## src/rtl/spi_cmd_sequencer.sv

```systemverilog
// SPI command sequencer: queues 40-bit SPI commands, issues them one at a time
// to an external SPI controller with a guaranteed idle gap between transactions,
// optionally captures readback words into a small FIFO, and flags controller
// timeouts and lost readback words with sticky error bits.
module spi_cmd_sequencer #(
    parameter int CMD_DEPTH  = 4,
    parameter int RD_DEPTH   = 2,
    parameter int GAP_CYCLES = 2,
    parameter int TIMEOUT    = 64
) (
    input  logic        clk,
    input  logic        rst_n,
    input  logic [39:0] cmd_data,
    input  logic        cmd_is_dac,
    input  logic        cmd_rd,
    input  logic        cmd_valid,
    output logic        cmd_ready,
    output logic [39:0] spi_data_in,
    output logic        spi_trigger_sys,
    output logic        spi_trigger_dac,
    input  logic        spi_done,
    input  logic        spi_wr_en,
    input  logic [39:0] spi_data_out,
    output logic [39:0] rd_data,
    output logic        rd_valid,
    input  logic        rd_ready,
    output logic        busy,
    output logic        timeout_err,
    output logic        rd_lost_err,
    input  logic        err_clr
);

    localparam int CAW = $clog2(CMD_DEPTH);
    localparam int RAW = $clog2(RD_DEPTH);
    localparam logic [CAW:0] CMD_ONE      = 1;
    localparam logic [RAW:0] RD_ONE       = 1;
    localparam logic [7:0]   TIMEOUT_LAST = 8'(TIMEOUT - 1);
    localparam logic [3:0]   GAP_LAST     = 4'(GAP_CYCLES - 1);

    typedef enum logic [2:0] {
        IDLE,
        ISSUE,
        WAIT_DONE,
        WAIT_WR,
        GAP
    } state_t;

    // Command FIFO storage: {is_dac, rd, data}; pointers carry one extra wrap bit
    logic [41:0]  cmdMem_q [CMD_DEPTH];
    logic [CAW:0] cmdWrPtr_q, cmdRdPtr_q;
    logic         cmdEmpty, cmdFull, cmdPush, cmdPop;
    logic [41:0]  cmdHead;

    // Readback FIFO storage
    logic [39:0]  rdMem_q [RD_DEPTH];
    logic [RAW:0] rdWrPtr_q, rdRdPtr_q;
    logic         rdEmpty, rdFull, rdPush, rdPop, rdLost;

    // Sequencer state
    state_t       state_q, state_d;
    logic [39:0]  spiData_q;
    logic         isDac_q, isRd_q;
    logic [7:0]   timer_q, timer_d;
    logic [3:0]   gap_q, gap_d;
    logic         readyEn_q;
    logic         timeoutErr_q, timeoutErr_d;
    logic         rdLostErr_q, rdLostErr_d;
    logic         loadCmd, capture, timeoutHit;

    assign cmdEmpty  = (cmdWrPtr_q == cmdRdPtr_q);
    assign cmdFull   = (cmdWrPtr_q[CAW] != cmdRdPtr_q[CAW]) &&
                       (cmdWrPtr_q[CAW-1:0] == cmdRdPtr_q[CAW-1:0]);
    assign cmdHead   = cmdMem_q[cmdRdPtr_q[CAW-1:0]];
    assign cmd_ready = readyEn_q && !cmdFull;
    assign cmdPush   = cmd_valid && cmd_ready;

    assign rdEmpty  = (rdWrPtr_q == rdRdPtr_q);
    assign rdFull   = (rdWrPtr_q[RAW] != rdRdPtr_q[RAW]) &&
                      (rdWrPtr_q[RAW-1:0] == rdRdPtr_q[RAW-1:0]);
    assign rd_valid = !rdEmpty;
    assign rd_data  = rdMem_q[rdRdPtr_q[RAW-1:0]];
    assign rdPop    = rd_valid && rd_ready;
    // A full FIFO can still take a word when the head leaves in the same cycle
    assign rdPush   = capture && isRd_q && (!rdFull || rdPop);
    assign rdLost   = capture && isRd_q && rdFull && !rdPop;

    assign spi_data_in     = spiData_q;
    assign spi_trigger_dac = (state_q == ISSUE) && isDac_q;
    assign spi_trigger_sys = (state_q == ISSUE) && !isDac_q;
    assign busy            = (state_q != IDLE);
    assign timeout_err     = timeoutErr_q;
    assign rd_lost_err     = rdLostErr_q;

    // Command FIFO: write on accepted handshake, advance read pointer on ISSUE
    always_ff @(posedge clk or negedge rst_n) begin
        if (!rst_n) begin
            cmdWrPtr_q <= '0;
            cmdRdPtr_q <= '0;
            for (int i = 0; i < CMD_DEPTH; i++) begin
                cmdMem_q[i] <= '0;
            end
        end else begin
            if (cmdPush) begin
                cmdMem_q[cmdWrPtr_q[CAW-1:0]] <= {cmd_is_dac, cmd_rd, cmd_data};
                cmdWrPtr_q <= cmdWrPtr_q + CMD_ONE;
            end
            if (cmdPop) begin
                cmdRdPtr_q <= cmdRdPtr_q + CMD_ONE;
            end
        end
    end

    // Readback FIFO: capture controller words, release on consumer handshake
    always_ff @(posedge clk or negedge rst_n) begin
        if (!rst_n) begin
            rdWrPtr_q <= '0;
            rdRdPtr_q <= '0;
            for (int i = 0; i < RD_DEPTH; i++) begin
                rdMem_q[i] <= '0;
            end
        end else begin
            if (rdPush) begin
                rdMem_q[rdWrPtr_q[RAW-1:0]] <= spi_data_out;
                rdWrPtr_q <= rdWrPtr_q + RD_ONE;
            end
            if (rdPop) begin
                rdRdPtr_q <= rdRdPtr_q + RD_ONE;
            end
        end
    end

    // Next-state logic for the transaction sequencer
    always_comb begin
        state_d    = state_q;
        timer_d    = timer_q;
        gap_d      = gap_q;
        loadCmd    = 1'b0;
        cmdPop     = 1'b0;
        capture    = 1'b0;
        timeoutHit = 1'b0;
        case (state_q)
            IDLE: begin
                // A readback command is held back until there is room for its word
                if (!cmdEmpty && !(cmdHead[40] && rdFull)) begin
                    loadCmd = 1'b1;
                    state_d = ISSUE;
                end
            end
            ISSUE: begin
                cmdPop  = 1'b1;
                timer_d = 8'd1;
                state_d = WAIT_DONE;
            end
            WAIT_DONE: begin
                timer_d = timer_q + 8'd1;
                if (spi_done && spi_wr_en) begin
                    capture = 1'b1;
                    gap_d   = '0;
                    state_d = GAP;
                end else if (spi_done) begin
                    state_d = WAIT_WR;
                end else if (timer_q >= TIMEOUT_LAST) begin
                    timeoutHit = 1'b1;
                    gap_d      = '0;
                    state_d    = GAP;
                end
            end
            WAIT_WR: begin
                timer_d = timer_q + 8'd1;
                if (spi_wr_en) begin
                    capture = 1'b1;
                    gap_d   = '0;
                    state_d = GAP;
                end else if (timer_q >= TIMEOUT_LAST) begin
                    timeoutHit = 1'b1;
                    gap_d      = '0;
                    state_d    = GAP;
                end
            end
            GAP: begin
                if (gap_q == GAP_LAST) begin
                    state_d = IDLE;
                end else begin
                    gap_d = gap_q + 4'd1;
                end
            end
            default: begin
                state_d = IDLE;
            end
        endcase
    end

    // Sticky error flags: a new error in the same cycle beats a clear
    always_comb begin
        timeoutErr_d = timeoutErr_q;
        rdLostErr_d  = rdLostErr_q;
        if (err_clr) begin
            timeoutErr_d = 1'b0;
            rdLostErr_d  = 1'b0;
        end
        if (timeoutHit) begin
            timeoutErr_d = 1'b1;
        end
        if (rdLost) begin
            rdLostErr_d = 1'b1;
        end
    end

    // Sequencer registers; the SPI word is latched on the way into ISSUE and held
    always_ff @(posedge clk or negedge rst_n) begin
        if (!rst_n) begin
            state_q      <= IDLE;
            spiData_q    <= '0;
            isDac_q      <= 1'b0;
            isRd_q       <= 1'b0;
            timer_q      <= '0;
            gap_q        <= '0;
            readyEn_q    <= 1'b0;
            timeoutErr_q <= 1'b0;
            rdLostErr_q  <= 1'b0;
        end else begin
            state_q      <= state_d;
            timer_q      <= timer_d;
            gap_q        <= gap_d;
            readyEn_q    <= 1'b1;
            timeoutErr_q <= timeoutErr_d;
            rdLostErr_q  <= rdLostErr_d;
            if (loadCmd) begin
                spiData_q <= cmdHead[39:0];
                isDac_q   <= cmdHead[41];
                isRd_q    <= cmdHead[40];
            end
        end
    end

endmodule

```

## config.mk

```make
export PLATFORM = sky130hd
export DESIGN_NAME = spi_cmd_sequencer
export DESIGN_NICKNAME = d
export VERILOG_FILES = /design/src/rtl/spi_cmd_sequencer.sv
export SDC_FILE = /design/constraint.sdc
export NUM_CORES = 1
export LEC_CHECK = 0
export CAP_MARGIN = 20
export CORE_MARGIN = 2
export CORE_UTILIZATION = 60
export CTS_BUF_LIST = sky130_fd_sc_hd__clkbuf_4 sky130_fd_sc_hd__clkbuf_8 sky130_fd_sc_hd__clkbuf_16
export DETAILED_ROUTE_END_ITERATION = 10
export GPL_TIMING_DRIVEN = 0
export PLACE_DENSITY_LB_ADDON = 0.12
export RECOVER_POWER = 50
export REMOVE_ABC_BUFFERS = 1
export SYNTH_ARGS = -nofsm -noshare
export SYNTH_HDL_FRONTEND = slang
export SYNTH_SLANG_ARGS = --single-unit
```

## constraint.sdc

```tcl
create_clock -name clk -period 5.35 [get_ports clk]
set_clock_uncertainty 0.05 [all_clocks]
set_input_delay 1.07 -clock clk [delete_from_list [all_inputs] [get_ports clk]]
set_output_delay 1.07 -clock clk [all_outputs]
set_load 0.01 [all_outputs]
```

# ---- Word-level counts from Yosys, hierarchy flattened
# Cells that the tools add are included.
dict set report totals {
  word_cells 124
  ff_bits 318
}
dict set report op_classes {
  n_reduce_logical 33
  n_eq_ne 15
  order_cmp 7
  n_bitwise 4
  mux 40
  addsub 6
}
# op n
set op_table {}
lappend op_table {{168-bit bitwise mux} 1}
lappend op_table {{40-bit 2-to-1 mux} 4}
lappend op_table {{42-bit 2-to-1 mux} 3}
lappend op_table {{42-bit binary-select mux with 2-bit select} 1}
lappend op_table {{42-bit demux with 2-bit select} 1}
lappend op_table {{80-bit bitwise mux} 1}
lappend op_table {{40-bit demux with 1-bit select} 1}
lappend op_table {{4-bit 2-to-1 mux} 5}
lappend op_table {{3-bit 2-to-1 mux} 6}
lappend op_table {{1-bit logical AND} 16}
lappend op_table {{8-bit one-hot mux with 2 select lines} 1}
lappend op_table {{3-bit one-hot mux with 5 select lines} 1}
lappend op_table {{1-bit 2-to-1 mux} 12}
lappend op_table {{4-bit one-hot mux with 3 select lines} 1}
lappend op_table {{8-bit by 1-bit adder with 8-bit output (second input constant)} 1}
lappend op_table {{8-bit by 6-bit greater-or-equal comparator with 1-bit output (second input constant)} 1}
lappend op_table {{1-bit zero test} 7}
lappend op_table {{3-bit by 1-bit adder with 3-bit output (second input constant)} 2}
lappend op_table {{3-bit by 2-bit == test with 1-bit output (second input constant)} 2}
lappend op_table {{3-bit greater-or-equal comparator (second input constant)} 2}
lappend op_table {{2-bit inequality test (second input constant)} 3}
lappend op_table {{2-bit inverter with 3-bit output} 2}
lappend op_table {{2-bit nonzero test} 3}
lappend op_table {{3-bit nonzero test} 2}
lappend op_table {{other kinds (20)} 26}

# ---- Depth between registers and ports, before layout
dict set report logic_depth {
  depth_word 9
  mapped_depth 7
  depth_no_buf 6
}

# ---- Least setup slack after synthesis
# No wires, ideal clock.
dict set report synth_timing {
  path_type {register -> output}
  start {register state_q[0]}
  end {output spi_trigger_dac}
  path_stages_with_launch 4
  t_arrival_ps 1339
  path_slack_ps 2891
  path_buffers 1
  t_required_ps 4230
  cell_sequence {dfrtp_1 clkbuf_1 nor3b_1 and2_1}
}
dict set report synth_between {
  elab_chain_cells 2
}
# item line
set synth_lines {}
lappend synth_lines {{start: declaration} 60} ;# state_t state_q, state_d;
lappend synth_lines {{start signal: assignment} 222} ;# state_q <= state_d;
lappend synth_lines {{3-bit by 1-bit == test with 1-bit output} 88} ;# assign spi_trigger_dac = (state_q == ISSUE) && isDac_q;
lappend synth_lines {{1-bit logical AND} 88}
lappend synth_lines {{end: declaration} 20} ;# output logic spi_trigger_dac,
# No other way between the ends.

# ---- Final worst setup path
dict set report layout_timing {
  start {register cmdRdPtr_q[1]}
  end {output cmd_ready}
}
dict set report layout_between {
  elab_chain_cells 4
}
# item line
set layout_lines {}
lappend layout_lines {{start: declaration} 50} ;# logic [CAW:0] cmdWrPtr_q, cmdRdPtr_q;
lappend layout_lines {{start signal: assignment} 108} ;# cmdRdPtr_q <= cmdRdPtr_q + CMD_ONE;
lappend layout_lines {{2-bit == test} 72} ;# (cmdWrPtr_q[CAW-1:0] == cmdRdPtr_q[CAW-1:0]);
lappend layout_lines {{1-bit logical AND} 71} ;# assign cmdFull = (cmdWrPtr_q[CAW] != cmdRdPtr_q[CAW]) &&
lappend layout_lines {{1-bit zero test} 74} ;# assign cmd_ready = readyEn_q && !cmdFull;
lappend layout_lines {{1-bit logical AND} 74}
lappend layout_lines {{end: declaration} 17} ;# output logic cmd_ready,
# No other way between the ends.

==> metrics.log <==
[metrics] remaining global-route overflow: 0
[metrics] minimum period implied by the final worst setup slack: 3.80 ns
[metrics] result of the run: finished with violations
[metrics] violations in the final reports: max-capacitance violations, max-slew violations
[metrics] headroom to the max-slew limit: -32.4%
[metrics] starting DRC count in detailed routing: roughly 310
[metrics] final routed wirelength across all metal layers: approximately 27 mm
[metrics] antenna cell count: 0
[metrics] DRC: 0
[metrics] Synth async-reset ratio: 100%
[metrics] number of buffers created by CTS: 35
[metrics] die height: 155 um
[metrics] total number of H-tree levels: 2
[metrics] worst ir drop on vdd: 392 uV
[metrics] Clock Tree Root: sky130_fd_sc_hd__clkbuf_16
[metrics] WP buf/inv: 2
[metrics] setup repair after global routing missed its margin: no
[metrics] Worst Setup Path Type: reg -> out
[metrics] I/O pins: 176
[metrics] flip-flop cell with the highest count after synthesis: sky130_fd_sc_hd__dfrtp_1
[metrics] Syn-to-layout area delta: 24.0%
[metrics] area of the mapped netlist: 13700 sq um
[metrics] last weighted congestion value of the routability-driven placer: 0.721
[metrics] final count of hold timing violations: 0
[metrics] largest fanout on the critical path: 30
[metrics] count of endpoints failing setup in the final report: 0
[metrics] power per unit of standard cell area: 639 nW/um^2
[metrics] area of the core region: 22500 sq um
[metrics] path type of the worst min-delay path: reg -> reg
[metrics] flop and latch count out of synthesis: about 320
[metrics] worst-case clock buffer depth: 3
[metrics] Util after Layout: 75.5%
[metrics] initial standard-cell utilization of the core: 60.9%
[metrics] highest-count cells in the layout ignoring fill and taps: sky130_fd_sc_hd__dfrtp_1, sky130_fd_sc_hd__mux2_2, sky130_fd_sc_hd__clkdlybuf4s50_1, sky130_fd_sc_hd__mux4_2, sky130_fd_sc_hd__mux2_1
[metrics] Arr. time, crit path: 2.68 ns
[metrics] number of flops mapped to enable cells by yosys: 0
[metrics] slack of the worst reg-to-reg path: about 1.8 ns
[metrics] design area: 17000 sq um
[metrics] placed wire-length estimate: 17.2 mm
[metrics] register area share after synthesis: 58.1%
[metrics] Pins Over Slew Limit: 80
[metrics] Die W: 155 um
[metrics] GRT Overall Usage: a little under a quarter
[metrics] buffers added on ports: 175
[metrics] critical path's slowest cell: sky130_fd_sc_hd__dfrtp_1
[metrics] Worst path top cell family by delay: flip-flops
[metrics] final sum of negative setup slack: 0 ns
[metrics] worst path required time: 4.23 ns
[metrics] count of max-cap constraint violations: 1
[metrics] endpoint class of the critical path: output port
[metrics] worst slack at placement: 1.81 ns
[metrics] smallest setup slack after layout: 1.55 ns
[metrics] first-pass GRT wire length: 44.5 mm
[metrics] clock tree sinks: between 300 and 400
[metrics] post-cts hold buffer count: 0
[metrics] Critical Path Start Type: flip-flop
[metrics] fraction of layout instances using a drive strength above 1: 38.7%
[metrics] buffers inserted during post-CTS setup optimization: 0
[metrics] final net count: 1144
[metrics] number of standard cells after synthesis: 871
[metrics] post-synthesis average cell area: 15.7 sq um
[metrics] static leakage power: between 7 and 8 nW
[metrics] clock slew at reported path FFs: ~0.060 ns
[metrics] Pre-Repair DR Iteration Count: 5
[metrics] worst-skew pair later-pin latency: 0.50 ns
[metrics] via count of the first global-routing pass: 8252
[metrics] number of different library cells in the post-synthesis netlist: 43
[metrics] cell breakdown of the critical path: buf_12 -> xnor2_1 -> nand2_1 -> o21a_1 -> clkdlybuf4s50_1
[metrics] fraction of the cycle the final worst path needs: a little under three quarters
[metrics] vias per inst: 5.75
[metrics] count of antenna-violating nets left after detailed routing: 0
[metrics] detail-routed net length per standard cell: 19.9 um
[metrics] most frequent standard cell in the layout excluding fill and tap cells: sky130_fd_sc_hd__dfrtp_1
[metrics] overall power: approximately 11 mW
[metrics] number of antenna violations at the first check in global routing: 1
[metrics] transition time at the pin with the least slew margin: 1.99 ns
[metrics] filler cell count: 1373
[metrics] clock tree from TritonCTS: built
[metrics] post-detailed-placement cell area: between 15000 and 20000 sq um
[metrics] Yosys warning total: 0
[metrics] DIE AREA: 24100 sq um
[metrics] Highest Clock Rate: about 260 MHz
[metrics] maximum single-stage delay on the critical path: 0.87 ns
[metrics] number of resized instances in the post-cts repair step: 0
[metrics] number of cell rows: 55
[metrics] maximum number of pins on one net before global-route repair: 114
[metrics] total vias in the final route: 7772
-- final timing paths --
| path | endpoint | from | depth (start not counted) |
|---|---|---|---|
| worst max-delay path | cmd_ready | cmdRdPtr_q[1]$_DFFE_PN0P_ | 5 |
| worst min-delay path | rdMem_q[7]$_DFFE_PN0P_ | rdMem_q[7]$_DFFE_PN0P_ | 1 |
| worst max register to register | cmdMem_q[134]$_DFFE_PN0P_ | cmdRdPtr_q[1]$_DFFE_PN0P_ | 6 |
| worst min register to register | rdMem_q[7]$_DFFE_PN0P_ | rdMem_q[7]$_DFFE_PN0P_ | 1 |
| max in group asynchronous | cmdRdPtr_q[0]$_DFFE_PN0P_ | rst_n | 3 |
| min in group asynchronous | rdMem_q[10]$_DFFE_PN0P_ | rst_n | 1 |
-- cells by family (layout without fill, tap and decap cells) --
family,after synthesis,in the layout,share of synthesized area (%)
DFF,318,318,58.1
buffers and inverters,57,253,2.05
xor gates and xnor gates,16,16,1.02
adders and majority gates,8,8,0.731
other,1,1,0.0274
muxes,373,373,34.1
and+or+nand+nor,61,61,2.30
AOI/OAI and AO/OA,37,37,1.67
-- power by group --
| part | switching [mW] | leakage [nW] | internal, mW |
|---|---|---|---|
| sequential | 0.679 | 3.89 | 3.58 |
| clock | 0.902 | 0.566 | 1.45 |
| combinational | 1.58 | 2.91 | 2.67 |
| total | 3.16 | 7.36 | 7.70 |
-- per-stage QoR --
stage | std cells | hold slack [ns]
finish | 1352 | 0.434
global route | 1352 | 0.453
CTS | 1352 | 0.440
detailed placement | 1295 | 0.423
global placement | 1282 | 0.414
floorplan | 822 | 0.393
-- area by class of cell --
class	count	area (sq um)	share of cell area (%)
timing repair buffer	188	2030	12.0
sequential	318	7960	46.9
inverter	8	30.0	0.177
clock buffer	51	1040	6.14
tap	285	357	2.10
clock inverter	6	86.3	0.508
multi-input combinational	496	5470	32.2
-- registers in the layout, indices dropped and copies added (netlist names) --
signal	flops
timer_q	8
rdMem_q	80
rdRdPtr_q	2
cmdRdPtr_q	3
rd_lost_err	1
readyEn_q	1
cmdWrPtr_q	3
gap_q	4
isDac_q	1
rdWrPtr_q	2
state_q	3
spi_data_in	40
timeout_err	1
cmdMem_q	168
isRd_q	1
-- synthesized netlist by cell type (all sizes together), types with 7 or more instances --
cell type  count  area [sq um]
a21oi          8          40.0
buf           41           220
clkbuf         8          30.0
dfrtp        318          7960
ha             8           100
inv            8          30.0
mux2         329          3700
mux4          42           946
nand2         22          82.6
nand3          7          35.0
nor2           7          26.3
o21ai         13          65.1
xnor2         13           114
-- layer usage --
| metal | wire (um) | global-route usage (%) | vias to the layer above |
|---|---|---|---|
| li1 | - | - | 3530 |
| met1 | 11800 | 32.6 | 4028 |
| met2 | 13000 | 37.7 | 169 |
| met3 | 1510 | 5.18 | 45 |
| met4 | 573 | 6.26 | 0 |
| met5 | 0 | 0 | - |
Note: power is estimated with default switching activity, not from simulation.
